`config.mk`:
```
export PLATFORM = sky130hd
export DESIGN_NAME = riscv_lsu
export DESIGN_NICKNAME = d
export VERILOG_FILES = /design/src/rtl/riscv_lsu.sv
export SDC_FILE = /design/constraint.sdc
export NUM_CORES = 1
export LEC_CHECK = 0
export ABC_CLOCK_PERIOD_IN_PS = 4300
export BUFFER_PORTS_ARGS = -buffer_cell sky130_fd_sc_hd__buf_2
export CELL_PAD_IN_SITES_DETAIL_PLACEMENT = 0
export CELL_PAD_IN_SITES_GLOBAL_PLACEMENT = 2
export CORE_ASPECT_RATIO = 0.5
export CORE_MARGIN = 1
export CORE_UTILIZATION = 27
export DETAILED_ROUTE_END_ITERATION = 8
export PLACE_DENSITY_LB_ADDON = 0.1
export REMOVE_ABC_BUFFERS = 1
export SLEW_MARGIN = 20
export SYNTH_ARGS = -nofsm -noshare
export SYNTH_HDL_FRONTEND = slang
export SYNTH_SLANG_ARGS = --single-unit
```
`constraint.sdc`:
```
create_clock -name clk -period 4.3 [get_ports clk]
set_input_delay 0.645 -clock clk [delete_from_list [all_inputs] [get_ports clk]]
set_output_delay 0.645 -clock clk [all_outputs]
set_load 0.1 [all_outputs]
```
`src/rtl/riscv_lsu.sv`:
```
// Load/store unit: request/ack memory handshake, byte-lane steering, load extension,
// misalignment check. Define LSU_TIMEOUT_EN to build the access timeout. dbg_state: 0 IDLE, 1 ACCESS, 2 RESP.
module riscv_lsu #(
  parameter int ADDR_W  = 32,
  parameter int DATA_W  = 32,
  parameter int TIMEOUT = 15
) (
  input  logic                clk,
  input  logic                rst_n,
  input  logic                core_req,
  input  logic                core_we,
  input  logic [2:0]          RW_type,
  input  logic [ADDR_W-1:0]   core_addr,
  input  logic [DATA_W-1:0]   core_wdata,
  output logic                core_stall,
  output logic                core_done,
  output logic [DATA_W-1:0]   core_rdata,
  output logic [1:0]          core_err,
  output logic                mem_req,
  output logic                mem_we,
  output logic [DATA_W/8-1:0] mem_be,
  output logic [ADDR_W-1:0]   mem_addr,
  output logic [DATA_W-1:0]   mem_wdata,
  input  logic                mem_ack,
  input  logic [DATA_W-1:0]   mem_rdata,
  output logic [1:0]          dbg_state
);
  localparam int BE_W  = DATA_W / 8;
  localparam int OFF_W = $clog2(BE_W);

  typedef enum logic [1:0] {S_IDLE = 2'd0, S_ACCESS = 2'd1, S_RESP = 2'd2} state_t;
  state_t state, state_nxt;

  logic              req_illegal, req_misaligned, timed_out;
  logic [OFF_W-1:0]  req_off, off_q;
  logic [BE_W-1:0]   be_mask;
  logic [2:0]        type_q;
  logic [DATA_W-1:0] lane, load_ext;

  assign req_off = core_addr[OFF_W-1:0];

  // Request decode: doubleword and wu only exist on a 64-bit bus.
  always_comb begin
    req_illegal = (RW_type == 3'b111);
    if (DATA_W == 32 && (RW_type == 3'b011 || RW_type == 3'b110)) req_illegal = 1'b1;
    case (RW_type[1:0])
      2'd0:    begin req_misaligned = 1'b0;            be_mask = BE_W'(1);     end
      2'd1:    begin req_misaligned = core_addr[0];    be_mask = BE_W'(3);     end
      2'd2:    begin req_misaligned = |core_addr[1:0]; be_mask = BE_W'(4'hF); end
      default: begin req_misaligned = |core_addr[2:0]; be_mask = '1;          end
    endcase
  end

`ifdef LSU_TIMEOUT_EN
  localparam int CNT_W = $clog2(TIMEOUT + 1);
  logic [CNT_W-1:0] wait_cnt;

  assign timed_out = (wait_cnt == CNT_W'(TIMEOUT));

  always_ff @(posedge clk) begin
    if (rst_n || state != S_ACCESS) wait_cnt <= '0;
    else if (!mem_ack && !timed_out) wait_cnt <= wait_cnt + CNT_W'(1);
  end
`else
  // No counter built: ACCESS waits for mem_ack indefinitely.
  assign timed_out = (TIMEOUT < 0);
`endif

  always_ff @(posedge clk) begin
    if (rst_n) state <= S_IDLE;
    else       state <= state_nxt;
  end

  always_comb begin
    state_nxt = state;
    case (state)
      S_IDLE:   if (core_req) state_nxt = (req_illegal || req_misaligned) ? S_RESP : S_ACCESS;
      S_ACCESS: if (mem_ack || timed_out) state_nxt = S_RESP;
      default:  state_nxt = S_IDLE;
    endcase
  end

  always_comb begin
    core_stall = ((state == S_IDLE) && core_req) || (state == S_ACCESS);
    dbg_state  = state;
  end

  // Pull the addressed lane down to bit 0, then extend by access type.
  always_comb begin
    lane = mem_rdata >> {off_q, 3'b000};
    case (type_q)
      3'b000:  load_ext = DATA_W'($signed(lane[7:0]));
      3'b001:  load_ext = DATA_W'($signed(lane[15:0]));
      3'b010:  load_ext = DATA_W'($signed(lane[31:0]));
      3'b100:  load_ext = DATA_W'(lane[7:0]);
      3'b101:  load_ext = DATA_W'(lane[15:0]);
      3'b110:  load_ext = DATA_W'(lane[31:0]);
      default: load_ext = lane;
    endcase
  end

  always_ff @(posedge clk) begin
    if (rst_n) begin
      mem_req    <= 1'b0;
      mem_we     <= 1'b0;
      mem_be     <= '0;
      mem_addr   <= '0;
      mem_wdata  <= '0;
      core_done  <= 1'b0;
      core_rdata <= '0;
      core_err   <= 2'b00;
      type_q     <= 3'b000;
      off_q      <= '0;
    end else begin
      core_done  <= 1'b0;
      core_rdata <= '0;
      core_err   <= 2'b00;
      case (state)
        S_IDLE: if (core_req) begin
          if (req_illegal) begin
            core_done <= 1'b1;
            core_err  <= 2'b11;
          end else if (req_misaligned) begin
            core_done <= 1'b1;
            core_err  <= 2'b01;
          end else begin
            mem_req   <= 1'b1;
            mem_we    <= core_we;
            mem_be    <= be_mask << req_off;
            mem_addr  <= {core_addr[ADDR_W-1:OFF_W], OFF_W'(0)};
            mem_wdata <= core_wdata << {req_off, 3'b000};
            type_q    <= RW_type;
            off_q     <= req_off;
          end
        end
        S_ACCESS: begin
          if (mem_ack) begin
            mem_req    <= 1'b0;
            core_done  <= 1'b1;
            core_rdata <= mem_we ? '0 : load_ext;
          end else if (timed_out) begin
            mem_req   <= 1'b0;
            core_done <= 1'b1;
            core_err  <= 2'b10;
          end
        end
        default: ;
      endcase
    end
  end
endmodule

```
==> flow_summary.toml, run 1 <==
[outcome]
outcome = "complete, no violations"

[clock_tree]
postCtsHoldBufs = 0
cts.root.buffer_cell = "clkbuf_16"
cts_tree = "yes"
clk_path_buf_depth = 2
post_cts_buffers = 0
path_clk_slew_ns = 0.07
numCtsBuffers = 9
cts.repair.resized = 0
cts_num_sinks = 110
htree_levels = 3
clkLatencyLatePin_ns = 0.35

[logic_synthesis]
yosysWarnings = 0
synth_top_area_frac = 0.4790
ys_ff_latch = 110
synth-seq-area-share = 0.4790
yosys-top-cells-count = "nand2_1, dfxtp_1, a21oi_1, mux2i_1, nor2_1"
synth.most_common_cell = "nand2_1"
synth_area_per_cell_sq_um = 8.389
synth_ff_type = "dfxtp_1"
synth_enable_flop_cells = 0
synthArstFlopShare = 0
synth_area_leaders = "dfxtp_1, nand2_1, a21oi_1"
yosysTopAreaCell = "dfxtp_1"
syn_inst = 548
syn_area_sq_um = 4597
yosys.cell_types.count = 38

[setup_path]
start_kind = "input pin"
path_max_fanout = 17
endpoint = "core_rdata[22]"
cp.arrival_ns = 2.69
rrSetupSlack_ns = 1.97
crit_path_end_kind = "flop"
crit_type = "in -> reg"
reg2regPathDepth = 5
r2r_start = "dbg_state[0]"
crit_path_start = "rst_n"
r2r_end = "mem_wdata[26]"
slowest_stage = "or2_0"
cp_data_required_time_ns = 4.50
critPathMaxStageDelay_ns = 0.82
cp_cell_sequence = "buf_2 > or2_1 > or2_0 > a2111o_1 > o21ai_0"

[global_routing]
grt_max_degree = 67
overflow = 0
antenna_found_initial = 1
grt_first_pass_wirelength_um = 22690
grt_util_all_layers = 0.1661
grt_pass1_vias = 4133

[die]
core_area_sq_um = 16520
initial_core_util = 0.2783
dieArea_sq_um = 17580
io_pins = 212
die-height_um = 94.27
die_w_um = 186.5
fp-row-count = 33

[sta]
fin_skew_ns = 0.006301
maxSlewViolCount = 0
max_freq_mhz = 401.8
fin_setup_tns_ns = 0
hold_viol = 0
period_needed_ns = 2.489
period_share = 0.5788
rsz0062_at_grt = "false"
relSlewSlack = 0.2948
worst_pin_slew_ns = 1.058
setup_violations = 0

[hold_path]
hold_path_class = "reg -> reg"
hold_depth = 2

[placement]
io_buffers = 209
gp_congestion = 0.7411
place_hpwl_um = 9922

[run]
cap_violations = 0

[finish]
areaGrowthSynthToFinish_pct = 31.87
drive_gt1_frac = 0.3356
nets = 834
final_core_util = 0.3670

[power_and_ir_drop]
p_leak_nw = 2.725
peakVddDrop_v = 0.0001744
p_per_area_nw_per_um2 = 408.4

[detailed_routing]
via_per_inst = 4.488
drt-initial-drc-count = 146
route.detailed.drc = 0
wl_per_cell_um = 15.14
first_pass_iters = 4
vias = 4313
routed_wirelength_um = 14550
ant_nets = 0
-- sequential cells by signal, indices dropped and copies added (netlist names) --
signal and flops:
mem_be 4, mem_req 1, mem_addr 30, core_done 1
type_q 3, core_rdata 32, mem_we 1, core_err 2
mem_wdata 32, dbg_state 2, off_q 2
-- worst min path at each step --
stage / startpoint / end / slack [ns]
final: mem_be[1] / mem_be[1] / 0.45
after global routing: mem_addr[10] / mem_addr[10] / 0.47
after CTS: mem_be[1] / mem_be[1] / 0.45
after detailed placement: mem_be[1] / mem_be[1] / 0.44
after global placement: mem_wdata[10] / mem_wdata[10] / 0.44
after floorplan: type_q[2] / type_q[2] / 0.44
-- routing by layer --
metal  up-vias  routed length, um  global-route usage
li1       2222                  -                   -
met1      1952               6977              0.2157
met2       131               6418              0.2612
met3         8               1049             0.06273
met4         0                100             0.03484
met5         -                  0                   0
-- area by class of cell --
type                    count  area (sq um)
clock buffers              12         236.5
clock inverters             2         35.03
inverters                   2         7.507
well taps                 227         284.0
multi-input cells         390          2176
flip-flops and latches    110          2202
repair buffers            217          1119
fillers                  1820         10450
diodes                      1         2.502
-- report_power, final --
| part | switching [mW] | internal (mW) | total [mW] |
|---|---|---|---|
| logic | 0.447 | 0.130 | 0.577 |
| clock network | 0.375 | 0.446 | 0.821 |
| registers | 0.0202 | 1.06 | 1.08 |
-- kinds of logic (layout without fill, tap and decap cells) --
| logic type | count (synthesis) | in the layout | share of synthesized area |
|---|---|---|---|
| AO/OA/AOI/OAI | 129 | 129 | 0.1639 |
| flip-flops | 110 | 110 | 0.4790 |
| multiplexers | 43 | 43 | 0.09635 |
| AND/OR/NAND/NOR | 216 | 216 | 0.2060 |
| other | 1 | 3 | 0.0008158 |
| buffers and inverters | 49 | 233 | 0.05389 |
-- layout by cell type, fill, tap and decap left out, types with 2 or more instances in the layout --
master       n
or3b_2       2
nand2_1    124
and2_1       7
buf_2      209
o21ai_2      2
nand2b_1     2
buf_4        7
a21oi_1     74
nand3b_1     2
nor2_1      32
nand3_1      8
o21ai_0     15
a211oi_1    23
clkbuf_16    9
o211ai_1     8
nor4_1       2
dfxtp_1    110
inv_1        2
mux2_2      10
conb_1       2
nor3_1      11
clkbuf_1     3
mux2i_1     33
nor2b_1      9
or3_1       11
-- metrics by stage --
step                      area, sq um  setup WS, ns  hold WS [ns]  cells  power [mW]
after floorplan                  4360        0.5895        0.4380    502       1.515
after global placement           5788         1.425        0.4363    946       1.684
after detailed placement         5788         1.340        0.4415    946       1.684
after CTS                        6060         1.711        0.4515    960       2.511
after global routing             6060         1.616        0.4695    960       2.601
final                            6062         1.811        0.4482    961       2.476
-- critical path: cells and delay by family --
kind	cells	cell delay, ns
compound gates	2	0.70
buf+inv	1	0.31
simple gates	2	1.02
Note: power is estimated with default switching activity, not from simulation.
==> run 2: changes to the inputs <==
--- a/config.mk
+++ b/config.mk
@@ -5,13 +5,13 @@
 export SDC_FILE = /design/constraint.sdc
 export NUM_CORES = 1
 export LEC_CHECK = 0
-export ABC_CLOCK_PERIOD_IN_PS = 4300
+export ABC_CLOCK_PERIOD_IN_PS = 2300
 export BUFFER_PORTS_ARGS = -buffer_cell sky130_fd_sc_hd__buf_2
 export CELL_PAD_IN_SITES_DETAIL_PLACEMENT = 0
 export CELL_PAD_IN_SITES_GLOBAL_PLACEMENT = 2
 export CORE_ASPECT_RATIO = 0.5
 export CORE_MARGIN = 1
-export CORE_UTILIZATION = 27
+export CORE_UTILIZATION = 25
 export DETAILED_ROUTE_END_ITERATION = 8
 export PLACE_DENSITY_LB_ADDON = 0.1
 export REMOVE_ABC_BUFFERS = 1
==> constraint.sdc (replaced) <==
create_clock -name clk -period 2.3 [get_ports clk]
set_input_delay 0.345 -clock clk [delete_from_list [all_inputs] [get_ports clk]]
set_output_delay 0.345 -clock clk [all_outputs]
set_load 0.1 [all_outputs]
==> flow_summary.toml, run 2 (same netlist as run 1, synthesis figures left out) <==
[clock_tree]
numCtsBuffers = 9
cts_tree = "yes"
htree_levels = 3
post_cts_buffers = 0
cts.root.buffer_cell = "clkbuf_16"
clkLatencyLatePin_ns = 0.35
cts.repair.resized = 0
path_clk_slew_ns = 0.07
cts_num_sinks = 110
clk_path_buf_depth = 2
postCtsHoldBufs = 0

[die]
io_pins = 212
dieArea_sq_um = 18970
core_area_sq_um = 17700
fp-row-count = 34
die-height_um = 97.89
initial_core_util = 0.2598
die_w_um = 193.8

[placement]
place_ws_ns = 0.07485
place_hpwl_um = 10520
gp_congestion = 0.7537
place_area_sq_um = 5912
place_inst = 965
io_buffers = 209

[global_routing]
grt_first_pass_wirelength_um = 23530
grt_util_all_layers = 0.1576
overflow = 0
antenna_found_initial = 4
grt_pass1_vias = 4328
grt_max_degree = 79

[setup_path]
cp_data_required_time_ns = 2.56
crit_type = "reg -> reg"
r2r_end = "core_rdata[19]"
crit_path_start = "off_q[0]"
endpoint = "core_rdata[19]"
path_max_fanout = 16
crit_path_end_kind = "flop"
r2r_start = "off_q[0]"
reg2regPathDepth = 4
start_kind = "flop"
rrSetupSlack_ns = 0.28
cp.arrival_ns = 2.28

[sta]
relSlewSlack = 0.3638
period_needed_ns = 2.017
period_share = 0.8770
setup_ws_ns = 0.2829
setup_violations = 0
fin_skew_ns = 0.006219
maxSlewViolCount = 0
rsz0062_at_grt = "false"
worst_pin_slew_ns = 0.9508
whs_ns = 0.2320
hold_viol = 0
max_freq_mhz = 495.7

[detailed_routing]
wl_per_cell_um = 15.21
first_pass_iters = 4
routed_wirelength_um = 14950
route.detailed.drc = 0
drt-initial-drc-count = 169
ant_nets = 0
via_per_inst = 4.475
vias = 4399

[finish]
mostFrequentLayoutCells = "buf_2, nand2_1, dfxtp_1"
drive_gt1_frac = 0.3472
nets = 846
fin_area_sq_um = 6188
multi_input_area_sq_um = 2176
fillers = 1954
largestRegisters = "core_rdata x32, mem_wdata x32, mem_addr x30"
layout_commonest_cell = "buf_2"
stdcell_count = 983
seqCellArea_sq_um = 2202
areaGrowthSynthToFinish_pct = 34.62

[outcome]
outcome = "complete, no violations"

[power_and_ir_drop]
finalPower_mw = 4.589
p_per_area_nw_per_um2 = 741.6
peakVddDrop_v = 0.0003222
p_leak_nw = 2.789

[run]
cap_violations = 0

[hold_path]
hold_path_class = "in -> reg"
-- run 2: cell count changes in the layout (fill, tap and decap cells not counted) --
cell / delta
buf_4: +10
clkbuf_8: +2
buf_12: +2
diode_2: +2
bufinv_16: -1
-- run 2: worst max-delay path, stage by stage (launching register included) --
cell and delay (ns):
dfxtp_1 0.43, nor2b_1 0.48, a2bb2oi_1 0.16, a2111o_1 0.68, o21ai_0 0.18
-- run 2: power by group --
part	internal [mW]	switching [mW]	total, mW
combinational	0.262	0.841	1.10
clock	0.790	0.681	1.47
sequential	1.98	0.0381	2.02
total	3.03	1.56	4.59
-- run 2: area by class of cell --
type / instances / area share
Antenna cell: 3 / 0.001213
Clock buffer: 14 / 0.04266
Clock inverter: 1 / 0.0008087
Inverter: 2 / 0.001213
Multi-Input combinational cell: 390 / 0.3516
Sequential cell: 110 / 0.3558
Tap cell: 234 / 0.04731
Timing Repair Buffer: 229 / 0.1994
-- run 2: stage by stage --
stage | utilization | setup TNS [ns]
floorplan | - | -77.33
global placement | 0.3341 | 0
detailed placement | 0.3341 | 0
CTS | 0.3493 | 0
global route | 0.3494 | 0
finish | 0.3497 | 0
-- run 2: routing by layer --
layer / wire length (um) / vias to the layer above / global-route usage
met5: 12 / - / 0
met4: 99 / 2 / 0.03631
met3: 1102 / 10 / 0.06287
met2: 6630 / 119 / 0.2494
met1: 7108 / 2014 / 0.2008
li1: - / 2254 / -
-- run 2: worst min path at each step --
| stage | start | end | slack (ns) | cells after the start |
|---|---|---|---|---|
| finish | core_addr[13] | mem_addr[13] | 0.23 | 3 |
| global route | core_addr[15] | mem_addr[15] | 0.23 | 3 |
| CTS | mem_rdata[27] | core_rdata[27] | 0.21 | 3 |
| detailed placement | mem_wdata[9] | mem_wdata[9] | 0.44 | 2 |
| global placement | mem_wdata[0] | mem_wdata[0] | 0.44 | 2 |
| floorplan | rst_n | dbg_state[0] | 0.41 | 1 |
==> run 3: changes to the inputs <==
==> constraint.sdc (replaced) <==
create_clock -name clk -period 2.3 [get_ports clk]
set_input_delay 0 -clock clk [delete_from_list [all_inputs] [get_ports clk]]
set_output_delay 0 -clock clk [all_outputs]
set_load 0.1 [all_outputs]
==> flow_summary.toml, run 3 (same netlist as run 1, synthesis figures left out) <==
[outcome]
outcome = "complete, no violations"

[setup_path]
crit_type = "in -> reg"
r2r_start = "off_q[0]"
reg2regPathDepth = 5
crit_path_end_kind = "flop"
start_kind = "input pin"
cp.arrival_ns = 2.08
rrSetupSlack_ns = 0.55
path_max_fanout = 59
cp_data_required_time_ns = 2.59
r2r_end = "core_rdata[14]"

[finish]
multi_input_area_sq_um = 2176
drive_gt1_frac = 0.3208
final_core_util = 0.3824
mostFrequentLayoutCells = "buf_2, nand2_1, dfxtp_1"
fillers = 1914
areaGrowthSynthToFinish_pct = 47.22
largestRegisters = "core_rdata x32, mem_wdata x32, mem_addr x30"
layout_commonest_cell = "buf_2"
nets = 900
seqCellArea_sq_um = 2202

[clock_tree]
htree_levels = 3
path_clk_slew_ns = 0.07
cts_num_sinks = 110
cts.repair.resized = 0
numCtsBuffers = 9
clk_path_buf_depth = 2
cts_tree = "yes"
cts.root.buffer_cell = "clkbuf_16"
clkLatencyLatePin_ns = 0.35
post_cts_buffers = 0

[die]
die-height_um = 97.89
core_area_sq_um = 17700
dieArea_sq_um = 18970
die_w_um = 193.8
fp-row-count = 34
io_pins = 212
initial_core_util = 0.2598

[global_routing]
met2_usage = 0.2708
top_usage_layer = "met2"
grt_util_all_layers = 0.1642
grtUsageMet1 = 0.2073
grt.met3_usage = 0.05458
overflow = 0
grt_first_pass_wirelength_um = 24580
grt_pass1_vias = 4651
grt_max_degree = 79
antenna_found_initial = 2

[sta]
relSlewSlack = 0.5419
hold_viol = 0
period_needed_ns = 1.793
setup_violations = 0
worst_pin_slew_ns = 0.6846
fin_skew_ns = 0.004895
fin_setup_tns_ns = 0
rsz0062_at_grt = "false"
max_freq_mhz = 557.6
maxSlewViolCount = 0
period_share = 0.7798

[detailed_routing]
drt-initial-drc-count = 128
route.detailed.drc = 0
wl_per_cell_um = 15.07
routed_wirelength_um = 15620
via_per_inst = 4.444
ant_nets = 0
first_pass_iters = 4
vias = 4604

[power_and_ir_drop]
p_per_area_nw_per_um2 = 712.0
swShare = 0.3359
p_clk_frac = 0.338
power_switching_mw = 1.618
power_frac_seq = 0.418
cellInternalPower_mw = 3.200
peakVddDrop_v = 0.0003655
p_leak_nw = 3.028
p_comb_frac = 0.244
finalPower_mw = 4.819

[hold_path]
hold_path_class = "in -> reg"
holdPathEnd = "core_rdata[23]"
hold_start = "mem_rdata[23]"
hold_depth = 3

[placement]
gp_congestion = 0.7511
place_hpwl_um = 10360
io_buffers = 209

[run]
cap_violations = 0
-- run 3: what timing repair did --
item / 4_1_cts / 5_1_grt
hold buffers: 58 / 0
endpoints found under the hold margin: 67 / 0
endpoints found under the setup margin: 0 / 0
-- run 3: how the worst max path moves through the flow --
stage	cells past startpoint	from	end
after floorplan	4	dbg_state[0]	mem_wdata[10]
after global placement	5	dbg_state[0]	mem_wdata[14]
after detailed placement	6	off_q[0]	core_rdata[17]
after CTS	7	RW_type[2]	mem_be[3]
after global routing	7	RW_type[2]	mem_wdata[27]
final	7	RW_type[2]	mem_wdata[10]
-- run 3: final cells by class --
type	instances	area share
repair buffers	283	0.2636
diodes	1	0.0003698
inverters	2	0.001109
multi-input cells	390	0.3215
clock inverters	3	0.006286
flip-flops and latches	110	0.3254
well taps	234	0.04326
clock buffers	13	0.03845
-- run 3: per-stage QoR --
step	hold slack [ns]	area (sq um)	cells	worst slack [ns]
floorplan	0.06907	4360	502	-1.087
detailed placement	0.2350	5882	961	0.5541
finish	0.01561	6768	1036	0.5066
CTS	0.01013	6765	1035	0.4992
global placement	0.2407	5882	961	0.5553
global route	0.02862	6765	1035	0.3646
-- run 3: power groups by stage --
stage	sequential, mW	combinational, mW	clock, mW
after detailed placement	2.06	1.11	0
after floorplan	2.56	0.268	0
after global placement	2.06	1.11	0
final	2.01	1.18	1.63
after CTS	2.01	1.18	1.70
after global routing	2.02	1.25	1.78
-- run 3: worst max-delay path: stages --
cell	delay [ns]
dlygate4sd3_1	0.53
buf_2	0.14
nor4_1	0.54
o21ai_4	0.11
buf_12	0.22
or3_1	0.37
a21oi_1	0.14
-- run 3: metal layers --
metal	share of wire	wire, um	vias to the layer above
met1	0.48	7479	2112
li1	-	-	2364
met3	0.057	897	12
met5	0.00083	13	-
met2	0.45	7083	114
met4	0.0091	142	2
